==> src/rtl/frame_playout_sequencer_if.sv <==
// Frame write / RAM / DAC handshake bundle for the playout sequencer.
// Slave side is the sequencer; master side is the feeder, RAM and DAC.
// Widths follow the frame length and sample word width.
interface frame_playout_sequencer_if #(
  parameter int FFT_SIZE = 1024,
  parameter int DATA_W   = 16
);
  localparam int AW = $clog2(FFT_SIZE);

  logic              in_valid;
  logic [DATA_W-1:0] in_data;
  logic              in_ready;
  logic              wr_en;
  logic              wr_bank;
  logic [AW-1:0]     wr_addr;
  logic [DATA_W-1:0] wr_data;
  logic              rd_bank;
  logic [AW-1:0]     rd_addr;
  logic [DATA_W-1:0] rd_data;
  logic [DATA_W-1:0] dac_data;
  logic              dac_strobe;
  logic              frame_done;
  logic              overrun;
  logic              underrun;

  modport slave (
    input  in_valid, in_data, rd_data,
    output in_ready, wr_en, wr_bank, wr_addr, wr_data,
           rd_bank, rd_addr, dac_data, dac_strobe,
           frame_done, overrun, underrun
  );

  modport master (
    output in_valid, in_data, rd_data,
    input  in_ready, wr_en, wr_bank, wr_addr, wr_data,
           rd_bank, rd_addr, dac_data, dac_strobe,
           frame_done, overrun, underrun
  );
endinterface

==> src/rtl/frame_playout_sequencer.sv <==
// Ping-pong frame buffer controller: bit-reversed writes in, natural-order playout.
// Latency: write accepted same cycle; sample reaches dac_data 2 cycles after its tick.
// Backpressure: in_ready low while the write bank is still full; offered words are dropped.
module frame_playout_sequencer #(
  parameter int FFT_SIZE   = 1024,
  parameter int SAMPLE_DIV = 64,
  parameter int DATA_W     = 16
) (
  input logic clk,
  input logic reset,
  frame_playout_sequencer_if.slave bus
);
  localparam int AW    = $clog2(FFT_SIZE);
  localparam int DIV_W = $clog2(SAMPLE_DIV);

  typedef enum logic {IDLE, PLAY} play_st_t;

  // Bank ownership and write side
  logic [1:0]        bank_full_q, bank_full_d;
  logic              wbank_q;
  logic [AW-1:0]     wcount_q;
  logic              frame_done_q;
  logic              overrun_q;

  // Sample timing and read side
  logic [DIV_W-1:0]  div_cnt_q;
  play_st_t          st_q;
  logic              rbank_q;
  logic [AW-1:0]     rcount_q;
  logic              started_q;
  logic              underrun_q;
  logic              rd_pend_q;
  logic [DATA_W-1:0] dac_data_q;
  logic              dac_strobe_q;

  logic              in_ready;
  logic              wr_en;
  logic              wr_last;
  logic              rd_last;
  logic              tick;
  logic [AW-1:0]     wr_addr_rev;

  assign in_ready = ~bank_full_q[wbank_q];
  assign wr_en    = bus.in_valid & in_ready;
  assign wr_last  = wr_en & (wcount_q == AW'(FFT_SIZE - 1));
  assign tick     = (div_cnt_q == DIV_W'(SAMPLE_DIV - 1));
  assign rd_last  = (st_q == PLAY) & tick & (rcount_q == AW'(FFT_SIZE - 1));

  assign bus.in_ready   = in_ready;
  assign bus.wr_en      = wr_en;
  assign bus.wr_bank    = wbank_q;
  assign bus.wr_addr    = wr_addr_rev;
  assign bus.wr_data    = bus.in_data;
  assign bus.rd_bank    = rbank_q;
  assign bus.rd_addr    = rcount_q;
  assign bus.dac_data   = dac_data_q;
  assign bus.dac_strobe = dac_strobe_q;
  assign bus.frame_done = frame_done_q;
  assign bus.overrun    = overrun_q;
  assign bus.underrun   = underrun_q;

  // Incoming words arrive in bit-reversed order; reversing the count lands them naturally
  always_comb begin
    wr_addr_rev = '0;
    for (int i = 0; i < AW; i++) begin
      wr_addr_rev[i] = wcount_q[AW-1-i];
    end
  end

  // Writer sets and reader clears always target different banks, so both apply
  always_comb begin
    bank_full_d = bank_full_q;
    if (wr_last) bank_full_d[wbank_q] = 1'b1;
    if (rd_last) bank_full_d[rbank_q] = 1'b0;
  end

  // Write-side sequencing, bank fill flags and overrun capture
  always_ff @(posedge clk or posedge reset) begin
    if (reset) begin
      bank_full_q  <= '0;
      wbank_q      <= 1'b0;
      wcount_q     <= '0;
      frame_done_q <= 1'b0;
      overrun_q    <= 1'b0;
    end else begin
      bank_full_q  <= bank_full_d;
      frame_done_q <= wr_last;
      if (wr_en) begin
        if (wr_last) begin
          wcount_q <= '0;
          wbank_q  <= ~wbank_q;
        end else begin
          wcount_q <= wcount_q + AW'(1);
        end
      end
      if (bus.in_valid && !in_ready) overrun_q <= 1'b1;
    end
  end

  // Free-running output sample divider
  always_ff @(posedge clk or posedge reset) begin
    if (reset) begin
      div_cnt_q <= '0;
    end else if (tick) begin
      div_cnt_q <= '0;
    end else begin
      div_cnt_q <= div_cnt_q + DIV_W'(1);
    end
  end

  // Playout FSM: address sequencing, bank handover, DAC register and underrun
  always_ff @(posedge clk or posedge reset) begin
    if (reset) begin
      st_q         <= IDLE;
      rbank_q      <= 1'b0;
      rcount_q     <= '0;
      started_q    <= 1'b0;
      underrun_q   <= 1'b0;
      rd_pend_q    <= 1'b0;
      dac_data_q   <= '0;
      dac_strobe_q <= 1'b0;
    end else begin
      // RAM data for a tick's address is valid the following cycle
      rd_pend_q    <= 1'b0;
      dac_strobe_q <= rd_pend_q;
      if (rd_pend_q) dac_data_q <= bus.rd_data;
      case (st_q)
        IDLE: begin
          if (bank_full_q[rbank_q]) begin
            st_q      <= PLAY;
            rcount_q  <= '0;
            started_q <= 1'b1;
          end else if (tick && started_q) begin
            underrun_q <= 1'b1;
          end
        end
        PLAY: begin
          if (tick) begin
            rd_pend_q <= 1'b1;
            if (rcount_q == AW'(FFT_SIZE - 1)) begin
              rcount_q <= '0;
              rbank_q  <= ~rbank_q;
              // Seamless handover when the other bank is already waiting
              if (!bank_full_q[~rbank_q]) st_q <= IDLE;
            end else begin
              rcount_q <= rcount_q + AW'(1);
            end
          end
        end
        default: st_q <= IDLE;
      endcase
    end
  end
endmodule

==> src/flat_wrapper.sv <==
// flat-port wrapper written by rule: the top's interface ports become plain ports
module frame_playout_sequencer_flat 
#(
  parameter int FFT_SIZE   = 1024,
  parameter int SAMPLE_DIV = 64,
  parameter int DATA_W     = 16
)
  (clk, reset, bus_in_valid, bus_in_data, bus_rd_data, bus_in_ready, bus_wr_en, bus_wr_bank, bus_wr_addr, bus_wr_data, bus_rd_bank, bus_rd_addr, bus_dac_data, bus_dac_strobe, bus_frame_done, bus_overrun, bus_underrun);
  frame_playout_sequencer_if #(.FFT_SIZE(FFT_SIZE), .DATA_W(DATA_W)) bus_i ();
  input logic clk;
  input logic reset;
  input wire logic [$bits(bus_i.in_valid)-1:0] bus_in_valid;
  input wire logic [$bits(bus_i.in_data)-1:0] bus_in_data;
  input wire logic [$bits(bus_i.rd_data)-1:0] bus_rd_data;
  output wire logic [$bits(bus_i.in_ready)-1:0] bus_in_ready;
  output wire logic [$bits(bus_i.wr_en)-1:0] bus_wr_en;
  output wire logic [$bits(bus_i.wr_bank)-1:0] bus_wr_bank;
  output wire logic [$bits(bus_i.wr_addr)-1:0] bus_wr_addr;
  output wire logic [$bits(bus_i.wr_data)-1:0] bus_wr_data;
  output wire logic [$bits(bus_i.rd_bank)-1:0] bus_rd_bank;
  output wire logic [$bits(bus_i.rd_addr)-1:0] bus_rd_addr;
  output wire logic [$bits(bus_i.dac_data)-1:0] bus_dac_data;
  output wire logic [$bits(bus_i.dac_strobe)-1:0] bus_dac_strobe;
  output wire logic [$bits(bus_i.frame_done)-1:0] bus_frame_done;
  output wire logic [$bits(bus_i.overrun)-1:0] bus_overrun;
  output wire logic [$bits(bus_i.underrun)-1:0] bus_underrun;
  assign bus_i.in_valid = bus_in_valid;
  assign bus_i.in_data = bus_in_data;
  assign bus_i.rd_data = bus_rd_data;
  assign bus_in_ready = bus_i.in_ready;
  assign bus_wr_en = bus_i.wr_en;
  assign bus_wr_bank = bus_i.wr_bank;
  assign bus_wr_addr = bus_i.wr_addr;
  assign bus_wr_data = bus_i.wr_data;
  assign bus_rd_bank = bus_i.rd_bank;
  assign bus_rd_addr = bus_i.rd_addr;
  assign bus_dac_data = bus_i.dac_data;
  assign bus_dac_strobe = bus_i.dac_strobe;
  assign bus_frame_done = bus_i.frame_done;
  assign bus_overrun = bus_i.overrun;
  assign bus_underrun = bus_i.underrun;
  frame_playout_sequencer #(.FFT_SIZE(FFT_SIZE), .SAMPLE_DIV(SAMPLE_DIV), .DATA_W(DATA_W)) u_core (.clk(clk), .reset(reset), .bus(bus_i));
endmodule
==> config.mk <==
export PLATFORM = sky130hd
export DESIGN_NAME = frame_playout_sequencer_flat
export DESIGN_NICKNAME = d
export VERILOG_FILES = /design/src/rtl/frame_playout_sequencer_if.sv /design/src/rtl/frame_playout_sequencer.sv /design/src/flat_wrapper.sv
export SDC_FILE = /design/constraint.sdc
export NUM_CORES = 1
export LEC_CHECK = 0
export CORE_UTILIZATION = 39
export DETAILED_ROUTE_END_ITERATION = 8
export HOLD_SLACK_MARGIN = 0.12
export PLACE_DENSITY = 0.73
export REMOVE_ABC_BUFFERS = 1
export SYNTH_ARGS = -nofsm -noshare
export SYNTH_HDL_FRONTEND = slang
export SYNTH_SLANG_ARGS = --single-unit
==> constraint.sdc <==
create_clock -name clk -period 1.75 [get_ports clk]
set_clock_uncertainty 0.05 [all_clocks]
set_input_delay 0.525 -clock clk [delete_from_list [all_inputs] [get_ports clk]]
set_output_delay 0.525 -clock clk [all_outputs]
set_load 0.005 [all_outputs]
==> summary.md, run 1 <==
| Metric | Value |
|---|---|
| Outcome | finished, violations left |
| Violated checks | setup timing |
| Die Span X | 80.7 µm |
| Number of vias in the routed layout | 1,893 |
| Reg2Reg Launch Point | u_core.bus.wr_bank$_DFFE_PP0P_ |
| Longest individual stage delay on the worst path | 0.40 ns |
| Synthesized netlist cell count | 207 |
| CP endpoint kind | output pin |
| Final critical path time including I/O delays and setup | 1.91 ns |
| Worst path depth | 5 |
| Effective utilization at floorplan | 0.406 |
| Fraction of the mapped netlist area in adder cells | 0.0155 |
| Class of the worst hold path | in -> async |
| CTS clock-pin slew for the worst setup and hold paths | 0.09 ns |
| Number of inserted filler cells in the final layout | 522 |
| Wire length of the first global-routing pass | 9.23 mm |
| Area fraction of the dominant cell type after synthesis | 0.549 |
| Number of diodes | 0 |
| Number of clock sinks | 53 |
| Transition at the pin with the smallest max-transition slack | 0.323 ns |
| Remaining DRCs | 0 |
| Insertion delay of the later-clocked pin in the worst-skew pair | 0.30 ns |
| Compound-gate portion of the synthesized area | 0.0751 |
| Wire length reported by the detailed router | 5.58 mm |
| Clock buffers created by TritonCTS | 5 |
| Antenna violations before repair | 0 |
| Remaining max-slew budget at the tightest pin | 0.778 |
| Timing-limited maximum frequency | 0.524 GHz |
| I/O pin count | 95 |
| Die extent in y | 80.7 µm |
| Simple-gate share of the synthesized area | 0.136 |
| Count of yosys warnings during synthesis | 0 |
| Number of synthesized flops with an enable pin | 0 |
| Required time reported for the critical path endpoint | 1.17 ns |
| Reg-to-reg setup timing slack | 0.06 ns |
| Via count of the first global-routing pass | 1,921 |
| Area share of xor/xnor cells in the synthesized design | 0.0507 |
| CORE AREA | 0.00596 mm² |
| Most used DFF post-synth | sky130_fd_sc_hd__dfrtp_1 |
| Combined area of all synthesized cells | 0.00242 mm² |
| Proportion of register bits with asynchronous set or reset after synthesis | 1.00 |
| Post-synthesis sequential element count | 53 |
| Number of buffers between clock root and the deepest sink | 2 |
| Share of cell area taken by muxes after synthesis | 0.101 |
| Setup violation total in the final timing report | 2 |
| Clock tree from TritonCTS | done |
| Length of the first detailed-routing pass in iterations | 4 |
| Hold Buf Count CTS | 0 |
| Hold Fails Final Rpt | 0 |
| Layout Area Growth over Synthesis | 47.9% |
| Series of cell instances along the critical path | mux2i_2 > buf_4 > nand2_4 > inv_2 > buf_6 |
| Sequential element share of the synthesized area | 0.549 |
| Worst VDD drop | 0.434 mV |
| Worst Slack Setup Final | -0.160 ns |
| DIE AREA | 0.00652 mm² |
| Crit path from | u_core.bus.wr_bank$_DFFE_PP0P_ |
| I/O Buffers | 62 |
| Capture point of the critical path | bus_wr_en |
| Number of non-filler instances in the completed layout | 389 |
| Number of distinct library cells after synthesis | 41 |
| Number of cells in the design after placement | 347 |
| Ratio of routed vias to standard cells | 4.87 |
| Iter 0 DRT Violations | 77 |
| CP delay by family, top | flip-flops |
| Share of layout cells above drive strength 1 | 0.334 |
| # nets final | 352 |
| Wirelength per Cell | 14.3 µm |
| Hold slack | 0.400 ns |
| Most common cell in the netlist | sky130_fd_sc_hd__dfrtp_1 |
| CTS Root Cell | sky130_fd_sc_hd__clkbuf_8 |
| Post-detail-place hpwl | 3.66 mm |
| Overflow left after global routing | 0 |
| MaxCap Viol Count | 0 |
| Mean Syn Cell Area | 11.7 µm² |
| RSZ-0062 raised after global routing | yes |
| Overall global routing resource usage | 0.187 |
| Number of slew-limit violations in the final report | 0 |
| Final critical-path share of the clock period | 1.09 |
| Cell with the largest stage delay on the worst path | sky130_fd_sc_hd__dfrtp_1 |
| Detail Route Antenna Nets | 0 |
| Gpl congestion | 0.735 |
| Number of cells on the worst reg-to-reg path | 10 |
| Largest net degree at the start of global routing | 29 |
| Dominant cells by area after synthesis | sky130_fd_sc_hd__dfrtp_1 (55%), sky130_fd_sc_hd__mux2_2 (7.9%), sky130_fd_sc_hd__buf_4 (5.0%) |
| Cell leakage power | 2.01 nW |
| Biggest area consumer among synthesized cells | sky130_fd_sc_hd__dfrtp_1 |
| PD cells | 680 mW/mm² |
| Worst setup SP type | register |
| Arrival time at the worst endpoint | 1.34 ns |
| Buf/Inv on CP | 3 |
| Critical R2R Capture | u_core.wcount_q[2]$_DFFE_PP0P_ |
| Most numerous cell types in the synthesized netlist | sky130_fd_sc_hd__dfrtp_1 (53), sky130_fd_sc_hd__mux2_2 (17), sky130_fd_sc_hd__buf_4 (16), sky130_fd_sc_hd__nor2_1 (13), sky130_fd_sc_hd__nand2_1 (11) |
| Number of levels in the clock H-tree | 2 |
| Dominant combinational cell family by area after synthesis | simple AND/OR/NAND/NOR gates |
| Crit path kind | reg -> out |
| Row count | 28 |
| Worst-path fanout max | 2 |
## what timing repair did
action	in CTS	in global routing
setup buffers	32	6
pin swaps	2	7
gates resized for setup	49	26
endpoints found under the hold margin	0	0
endpoints found under the setup margin	32	39
## where the power goes
group / internal (mW) / total [mW] / leakage, nW / switching (mW)
Combinational: 0.249 / 0.422 / 1.27 / 0.174
Sequential: 1.27 / 1.31 / 0.694 / 0.0359
Clock: 0.313 / 0.698 / 0.0433 / 0.384
Total: 1.84 / 2.43 / 2.01 / 0.594
## registers in the layout (all words and copies together), names as in the netlist, 2 cells and up
| name | flops |
|---|---|
| u_core.bus.rd_addr | 10 |
| u_core.bank_full_q | 2 |
| u_core.bus.dac_data | 16 |
| u_core.wcount_q | 10 |
| u_core.div_cnt_q | 6 |
## cell usage in the layout, fill, tap and decap left out, types with 2 or more instances in the layout
cell type,n
sky130_fd_sc_hd__nand2_2,2
sky130_fd_sc_hd__nor3_1,5
sky130_fd_sc_hd__nor2_2,2
sky130_fd_sc_hd__nand4_1,5
sky130_fd_sc_hd__dfrtp_1,50
sky130_fd_sc_hd__nor4_1,2
sky130_fd_sc_hd__a21oi_1,5
sky130_fd_sc_hd__mux2i_1,4
sky130_fd_sc_hd__inv_1,8
sky130_fd_sc_hd__a2bb2oi_1,2
sky130_fd_sc_hd__mux2_2,17
sky130_fd_sc_hd__buf_4,55
sky130_fd_sc_hd__inv_2,2
sky130_fd_sc_hd__nand2_1,8
sky130_fd_sc_hd__nand3_1,6
sky130_fd_sc_hd__clkbuf_8,6
sky130_fd_sc_hd__nor2_1,12
sky130_fd_sc_hd__a22o_1,4
sky130_fd_sc_hd__clkdlybuf4s50_1,18
sky130_fd_sc_hd__and2_1,2
sky130_fd_sc_hd__o21ai_0,4
sky130_fd_sc_hd__nor2b_1,2
sky130_fd_sc_hd__ha_1,3
sky130_fd_sc_hd__buf_6,3
sky130_fd_sc_hd__xor2_1,5
sky130_fd_sc_hd__dlygate4sd2_1,26
sky130_fd_sc_hd__o21ai_1,2
sky130_fd_sc_hd__dlymetal6s2s_1,15
sky130_fd_sc_hd__and3_1,2
sky130_fd_sc_hd__xnor2_1,9
sky130_fd_sc_hd__dfrtp_2,3
sky130_fd_sc_hd__or3_1,3
## logic make-up (layout without fill, tap and decap cells)
kind of cell | after synthesis | in the layout
DFF | 53 | 53
AOI/OAI and AO/OA | 27 | 27
xor gates and xnor gates | 14 | 14
and+or+nand+nor | 59 | 59
buffers and inverters | 29 | 136
muxes | 22 | 22
adders and majority gates | 3 | 3
## worst min-delay path by stage
stage                     slack, ns                         start  cells after the start                              end
after detailed placement       0.42  u_core.started_q$_DFFE_PP0P_                      1     u_core.started_q$_DFFE_PP0P_
final                          0.40                         reset                      2   u_core.wcount_q[0]$_DFFE_PP0P_
after global placement         0.42  u_core.started_q$_DFFE_PP0P_                      1     u_core.started_q$_DFFE_PP0P_
after floorplan                0.39  u_core.started_q$_DFFE_PP0P_                      1     u_core.started_q$_DFFE_PP0P_
after global routing           0.41                         reset                      2  u_core.bus.frame_done$_DFF_PP0_
after CTS                      0.40                         reset                      2  u_core.bus.frame_done$_DFF_PP0_
## cell type report
type | instances | area [µm²] | area share
Inverter | 10 | 37.5 | 0.0105
Clock buffer | 6 | 82.6 | 0.0231
Tap cell | 75 | 93.8 | 0.0263
Sequential cell | 53 | 1330 | 0.372
Multi-Input combinational cell | 125 | 956 | 0.267
Clock inverter | 1 | 7.51 | 0.00210
Timing Repair Buffer | 119 | 1070 | 0.299
## per-stage QoR
step           TNS (ns)  cell area, µm²  utilization  setup WS (ns)  power (mW)
5_1_grt          -0.299            3570        0.600         -0.205        2.56
2_1_floorplan     -5.90            2280            -         -0.111        1.46
4_1_cts          -0.343            3490        0.587         -0.142        2.44
3_5_place_dp      -1.72            3170        0.532         -0.472        1.66
6_report         -0.210            3570        0.600         -0.160        2.43
3_3_place_gp      -1.63            3170        0.532         -0.461        1.65
## per-layer routing
metal	up-vias	track usage	part of all wire
li1	916	-	-
met1	902	0.223	0.43
met2	69	0.314	0.48
met3	6	0.0764	0.081
met4	0	0.0482	0.0093
met5	-	0	0
(Power assumes the default switching activity.)
==> run 2: changes to the inputs <==
--- a/config.mk
+++ b/config.mk
@@ -8,7 +8,7 @@
 export CORE_UTILIZATION = 39
 export DETAILED_ROUTE_END_ITERATION = 8
 export HOLD_SLACK_MARGIN = 0.12
-export PLACE_DENSITY = 0.73
+export PLACE_DENSITY = 0.77
 export REMOVE_ABC_BUFFERS = 1
 export SYNTH_ARGS = -nofsm -noshare
 export SYNTH_HDL_FRONTEND = slang
==> summary.md, run 2 (synthesis gave the netlist of run 1 again) <==
| Metric | Value |
|---|---|
| Outcome | finished, violations left |
| Violated checks | setup timing |
| DIE AREA | 0.00652 mm² |
| Wire length of the first global-routing pass | 8.76 mm |
| Remaining max-slew budget at the tightest pin | 0.715 |
| RSZ-0062 raised after global routing | yes |
| Post-detail-place hpwl | 3.55 mm |
| Number of slew-limit violations in the final report | 0 |
| Launch instance of the worst min-delay path | u_core.bus.overrun$_DFFE_PP0P_ |
| Number of vias in the routed layout | 1,924 |
| Cell with the largest stage delay on the worst path | sky130_fd_sc_hd__dfrtp_1 |
| Die Span X | 80.7 µm |
| Worst setup SP type | register |
| Flip-flop count of the largest register after layout | 16 |
| Arrival time at the worst endpoint | 1.30 ns |
| Final critical-path share of the clock period | 1.07 |
| Clock tree from TritonCTS | done |
| Critical R2R Capture | u_core.wcount_q[9]$_DFFE_PP0P_ |
| Number of cells on the worst reg-to-reg path | 6 |
| Worst Slack Setup Final | -0.122 ns |
| Row count | 28 |
| Detail Route Antenna Nets | 0 |
| Number of buffers between clock root and the deepest sink | 2 |
| Hold slack | 0.442 ns |
| Required time reported for the critical path endpoint | 1.17 ns |
| CP endpoint kind | output pin |
| Hold Buf Count CTS | 0 |
| Hold Fails Final Rpt | 0 |
| Setup violation total in the final timing report | 2 |
| CP delay by family, top | flip-flops |
| Wire length reported by the detailed router | 5.63 mm |
| Worst VDD drop | 0.397 mV |
| Number of diodes | 0 |
| I/O Buffers | 62 |
| Layout Area Growth over Synthesis | 47.7% |
| Series of cell instances along the critical path | mux2i_2 > nand2_1 > inv_1 > buf_2 |
| Gpl congestion | 0.740 |
| PD cells | 675 mW/mm² |
| Largest net degree at the start of global routing | 54 |
| Cell leakage power | 1.92 nW |
| Placement Setup Slack | -0.473 ns |
| CORE AREA | 0.00596 mm² |
| Most common cell after layout, fill and taps aside | sky130_fd_sc_hd__dfrtp_1 |
| Length of the first detailed-routing pass in iterations | 4 |
| Worst-path fanout max | 2 |
| Remaining DRCs | 0 |
| Ratio of routed vias to standard cells | 4.97 |
| Number of inserted filler cells in the final layout | 494 |
| Reg2Reg Launch Point | u_core.bus.wr_bank$_DFFE_PP0P_ |
| Longest individual stage delay on the worst path | 0.41 ns |
| Iter 0 DRT Violations | 74 |
| Clock buffers created by TritonCTS | 5 |
| Hold-critical path endpoint | u_core.bus.overrun$_DFFE_PP0P_ |
| CTS clock-pin slew for the worst setup and hold paths | 0.10 ns |
| Final core area utilization | 0.600 |
| Class of the worst hold path | reg -> reg |
| Insertion delay of the later-clocked pin in the worst-skew pair | 0.31 ns |
| # nets final | 349 |
| CTS Root Cell | sky130_fd_sc_hd__clkbuf_8 |
| Effective utilization at floorplan | 0.406 |
| Crit path kind | reg -> out |
| Antenna violations before repair | 0 |
| Wirelength per Cell | 14.5 µm |
| Buf/Inv on CP | 2 |
| Share of layout cells above drive strength 1 | 0.343 |
| Via count of the first global-routing pass | 1,897 |
| Worst Hold Depth | 1 |
| Timing-limited maximum frequency | 0.534 GHz |
| Die extent in y | 80.7 µm |
| Overflow left after global routing | 0 |
| Most frequent cells in the layout | sky130_fd_sc_hd__dfrtp_1 (51), sky130_fd_sc_hd__buf_4 (48), sky130_fd_sc_hd__dlygate4sd2_1 (35) |
| Number of clock sinks | 53 |
| Final critical path time including I/O delays and setup | 1.87 ns |
| Overall global routing resource usage | 0.178 |
| Reg-to-reg setup timing slack | 0.04 ns |
| MaxCap Viol Count | 0 |
| Summed negative setup slack over all endpoints | -0.184 ns |
| Transition at the pin with the smallest max-transition slack | 0.426 ns |
| Number of levels in the clock H-tree | 2 |
| I/O pin count | 95 |
==> run 2: cell count changes in the layout (fill, tap and decap cells not counted), sizes merged <==
| cell | delta |
|---|---|
| clkbuf | -1 |
| inv | +1 |
| dlygate4sd2 | +9 |
| clkdlybuf4s50 | -1 |
| buf | -3 |
| clkinv | +1 |
| dlymetal6s2s | -8 |
==> run 2: timing repair <==
item,in CTS,in global routing
gates cloned,0,0
resized for setup,52,30
pin swaps,1,9
setup buffers,33,2
endpoints found under the setup margin,39,35
==> run 2: area by class of cell <==
type,instances,area (µm²),area share
clock buffers,5,68.8,0.0193
clock inverters,3,25.0,0.00701
inverters,10,37.5,0.0105
multi-input cells,125,995,0.279
flip-flops and latches,53,1330,0.372
well taps,75,93.8,0.0263
repair buffers,116,1020,0.286
==> run 2: how the worst max path moves through the flow <==
stage / to / depth (start not counted) / startpoint
floorplan: u_core.bank_full_q[0]$_DFF_PP0_ / 1 / reset
global placement: bus_wr_en / 4 / bus_in_valid
detailed placement: bus_wr_en / 4 / bus_in_valid
CTS: bus_wr_en / 4 / u_core.bus.wr_bank$_DFFE_PP0P_
global route: bus_wr_en / 4 / u_core.bus.wr_bank$_DFFE_PP0P_
finish: bus_wr_en / 4 / u_core.bus.wr_bank$_DFFE_PP0P_
==> run 2: where the power goes <==
part	leakage, nW	switching [mW]	internal, mW
Sequential	0.695	0.0263	1.27
Combinational	1.18	0.167	0.220
Clock	0.0447	0.435	0.290
==> run 2: layer usage <==
layer	wire length (µm)	vias to the layer above	track usage	part of all wire
met5	0	-	0	0
met4	58	0	0.0554	0.010
met3	506	5	0.0764	0.090
met2	2660	77	0.284	0.47
met1	2400	926	0.218	0.43
li1	-	916	-	-
==> run 2: through the flow <==
| step | area [µm²] | std cells | power, mW |
|---|---|---|---|
| floorplan | 2280 | 188 | 1.46 |
| global placement | 3170 | 347 | 1.64 |
| detailed placement | 3170 | 347 | 1.65 |
| CTS | 3470 | 388 | 2.43 |
| global route | 3570 | 387 | 2.53 |
| finish | 3570 | 387 | 2.41 |
==> run 3: changes to the inputs <==
--- a/config.mk
+++ b/config.mk
@@ -10,6 +10,7 @@
 export HOLD_SLACK_MARGIN = 0.12
 export PLACE_DENSITY = 0.77
 export REMOVE_ABC_BUFFERS = 1
+export SKIP_LAST_GASP = 1
 export SYNTH_ARGS = -nofsm -noshare
 export SYNTH_HDL_FRONTEND = slang
 export SYNTH_SLANG_ARGS = --single-unit
==> summary.md, run 3 (synthesis gave the netlist of run 1 again) <==
| Metric | Value |
|---|---|
| Layout Area Growth over Synthesis | 47.2% |
| Net switching fraction of the power | 0.261 |
| Class of the worst hold path | reg -> reg |
| Clock tree from TritonCTS | done |
| Worst Slack Setup Final | -0.122 ns |
| Most frequent cells in the layout | sky130_fd_sc_hd__dfrtp_1 (51), sky130_fd_sc_hd__buf_4 (48), sky130_fd_sc_hd__dlygate4sd2_1 (34) |
| Required time reported for the critical path endpoint | 1.17 ns |
| Design internal power | 1.78 mW |
| Wire length reported by the detailed router | 5.54 mm |
| Antenna violations before repair | 0 |
| Detail Route Antenna Nets | 0 |
| Die extent in y | 80.7 µm |
| Psw | 629 µW |
| Setup violation total in the final timing report | 2 |
| Final critical-path share of the clock period | 1.07 |
| CTS clock-pin slew for the worst setup and hold paths | 0.11 ns |
| Remaining max-slew budget at the tightest pin | 0.717 |
| Worst VDD drop | 0.417 mV |
| Share of layout cells above drive strength 1 | 0.337 |
| Reg-to-reg setup timing slack | 0.06 ns |
| Clock buffers created by TritonCTS | 5 |
| Number of levels in the clock H-tree | 2 |
| Placement Setup Slack | -0.473 ns |
| Reg power frac | 0.539 |
| CTS Root Cell | sky130_fd_sc_hd__clkbuf_8 |
| Wirelength per Cell | 14.3 µm |
| Flip-flop count of the largest register after layout | 16 |
| I/O pin count | 95 |
| CORE AREA | 0.00596 mm² |
| Reg2Reg Launch Point | u_core.bus.wr_bank$_DFFE_PP0P_ |
| Number of clock sinks | 53 |
| I/O Buffers | 62 |
| Most common cell after layout, fill and taps aside | sky130_fd_sc_hd__dfrtp_1 |
| RSZ-0062 raised after global routing | yes |
| Final critical path time including I/O delays and setup | 1.87 ns |
| Cell leakage power | 1.91 nW |
| DIE AREA | 0.00652 mm² |
| Wire length of the first global-routing pass | 8.77 mm |
| Remaining DRCs | 0 |
| Die Span X | 80.7 µm |
| Total Power | 2.41 mW |
| Number of vias in the routed layout | 1,919 |
| Outcome | finished, violations left |
| Iter 0 DRT Violations | 76 |
| Overflow left after global routing | 0 |
| Combinational share of power | 0.160 |
| Via count of the first global-routing pass | 1,901 |
| Gpl congestion | 0.740 |
| PD cells | 678 mW/mm² |
| Row count | 28 |
| Crit path from | u_core.bus.wr_bank$_DFFE_PP0P_ |
| Length of the first detailed-routing pass in iterations | 4 |
| Number of buffers between clock root and the deepest sink | 2 |
| Timing-limited maximum frequency | 0.534 GHz |
| Final core area utilization | 0.597 |
| Crit path kind | reg -> out |
| Worst-path fanout max | 2 |
| Worst setup SP type | register |
| MaxCap Viol Count | 0 |
| Launch instance of the worst min-delay path | u_core.started_q$_DFFE_PP0P_ |
| # nets final | 349 |
| Overall global routing resource usage | 0.178 |
| Largest net degree at the start of global routing | 54 |
| Insertion delay of the later-clocked pin in the worst-skew pair | 0.31 ns |
| Violated checks | setup timing |
| Number of diodes | 0 |
| Clock network fraction of total power | 0.301 |
| CP endpoint kind | output pin |
| Effective utilization at floorplan | 0.406 |
| Post-detail-place hpwl | 3.55 mm |
| Hold Buf Count CTS | 0 |
| Transition at the pin with the smallest max-transition slack | 0.424 ns |
| Number of slew-limit violations in the final report | 0 |
| Hold Fails Final Rpt | 0 |
| Ratio of routed vias to standard cells | 4.96 |
| Arrival time at the worst endpoint | 1.30 ns |
==> run 3: changes by cell type in the layout (fill, tap and decap cells not counted) <==
cell / previous run / this run
sky130_fd_sc_hd__or3_1: 2 / 3
sky130_fd_sc_hd__nor4_4: 2 / 1
sky130_fd_sc_hd__a21oi_2: 2 / 1
sky130_fd_sc_hd__nor4_2: 1 / 2
sky130_fd_sc_hd__dlygate4sd2_1: 35 / 34
sky130_fd_sc_hd__or3_4: 1 / 0
sky130_fd_sc_hd__dlymetal6s2s_1: 7 / 8
sky130_fd_sc_hd__a21oi_1: 3 / 4
==> run 3: power groups by stage <==
stage / clock network, mW / logic (mW) / registers [mW]
global placement: 0 / 0.292 / 1.35
CTS: 0.759 / 0.374 / 1.30
global route: 0.806 / 0.420 / 1.31
floorplan: 0 / 0.111 / 1.35
finish: 0.726 / 0.387 / 1.30
detailed placement: 0 / 0.302 / 1.35
==> run 3: final timing paths <==
| kind | to | cells after the start |
|---|---|---|
| setup / recovery | bus_wr_en | 4 |
| hold / removal | u_core.started_q$_DFFE_PP0P_ | 1 |
| hold reg to reg | u_core.started_q$_DFFE_PP0P_ | 1 |
| max in group asynchronous | u_core.bus.rd_addr[2]$_DFFE_PP0P_ | 3 |
| min in group asynchronous | u_core.bus.dac_data[3]$_DFFE_PP0P_ | 3 |
| setup reg to reg | u_core.wcount_q[9]$_DFFE_PP0P_ | 6 |
==> run 3: routing by layer <==
layer  track usage  share of wire  vias to the layer above
li1              -              -                      915
met1         0.219           0.42                      919
met2         0.284           0.47                       80
met3        0.0764          0.093                        5
met4        0.0554          0.010                        0
met5             0              0                        -
==> run 3: timing repair <==
item	in CTS	in global routing
buffers inserted	33	2
cloned	0	0
endpoints found under the hold margin	0	0
resized for setup	50	29
setup endpoints to repair	39	35
pin swaps	1	9
==> run 3: worst max-delay path, cell delays in order, from the launching register on <==
cell and delay, ns:
sky130_fd_sc_hd__dfrtp_1 0.41, sky130_fd_sc_hd__mux2i_2 0.28, sky130_fd_sc_hd__nand2_1 0.10, sky130_fd_sc_hd__inv_1 0.08, sky130_fd_sc_hd__buf_2 0.11
==> run 3: through the flow <==
stage | TNS [ns] | std cells | hold slack [ns] | area [µm²]
after floorplan | -5.90 | 188 | 0.390 | 2280
after global placement | -1.72 | 347 | 0.409 | 3170
after detailed placement | -2.03 | 347 | 0.414 | 3170
after CTS | -0.597 | 388 | 0.439 | 3480
after global routing | -0.419 | 387 | 0.468 | 3560
final | -0.191 | 387 | 0.441 | 3560
==> run 3: area by class of cell <==
| cell class | instances | area (µm²) |
|---|---|---|
| timing repair buffer | 116 | 1030 |
| inverter | 10 | 37.5 |
| fill | 497 | 2400 |
| tap | 75 | 93.8 |
| multi-input combinational | 125 | 977 |
| sequential | 53 | 1330 |
| clock buffer | 5 | 68.8 |
| clock inverter | 3 | 25.0 |
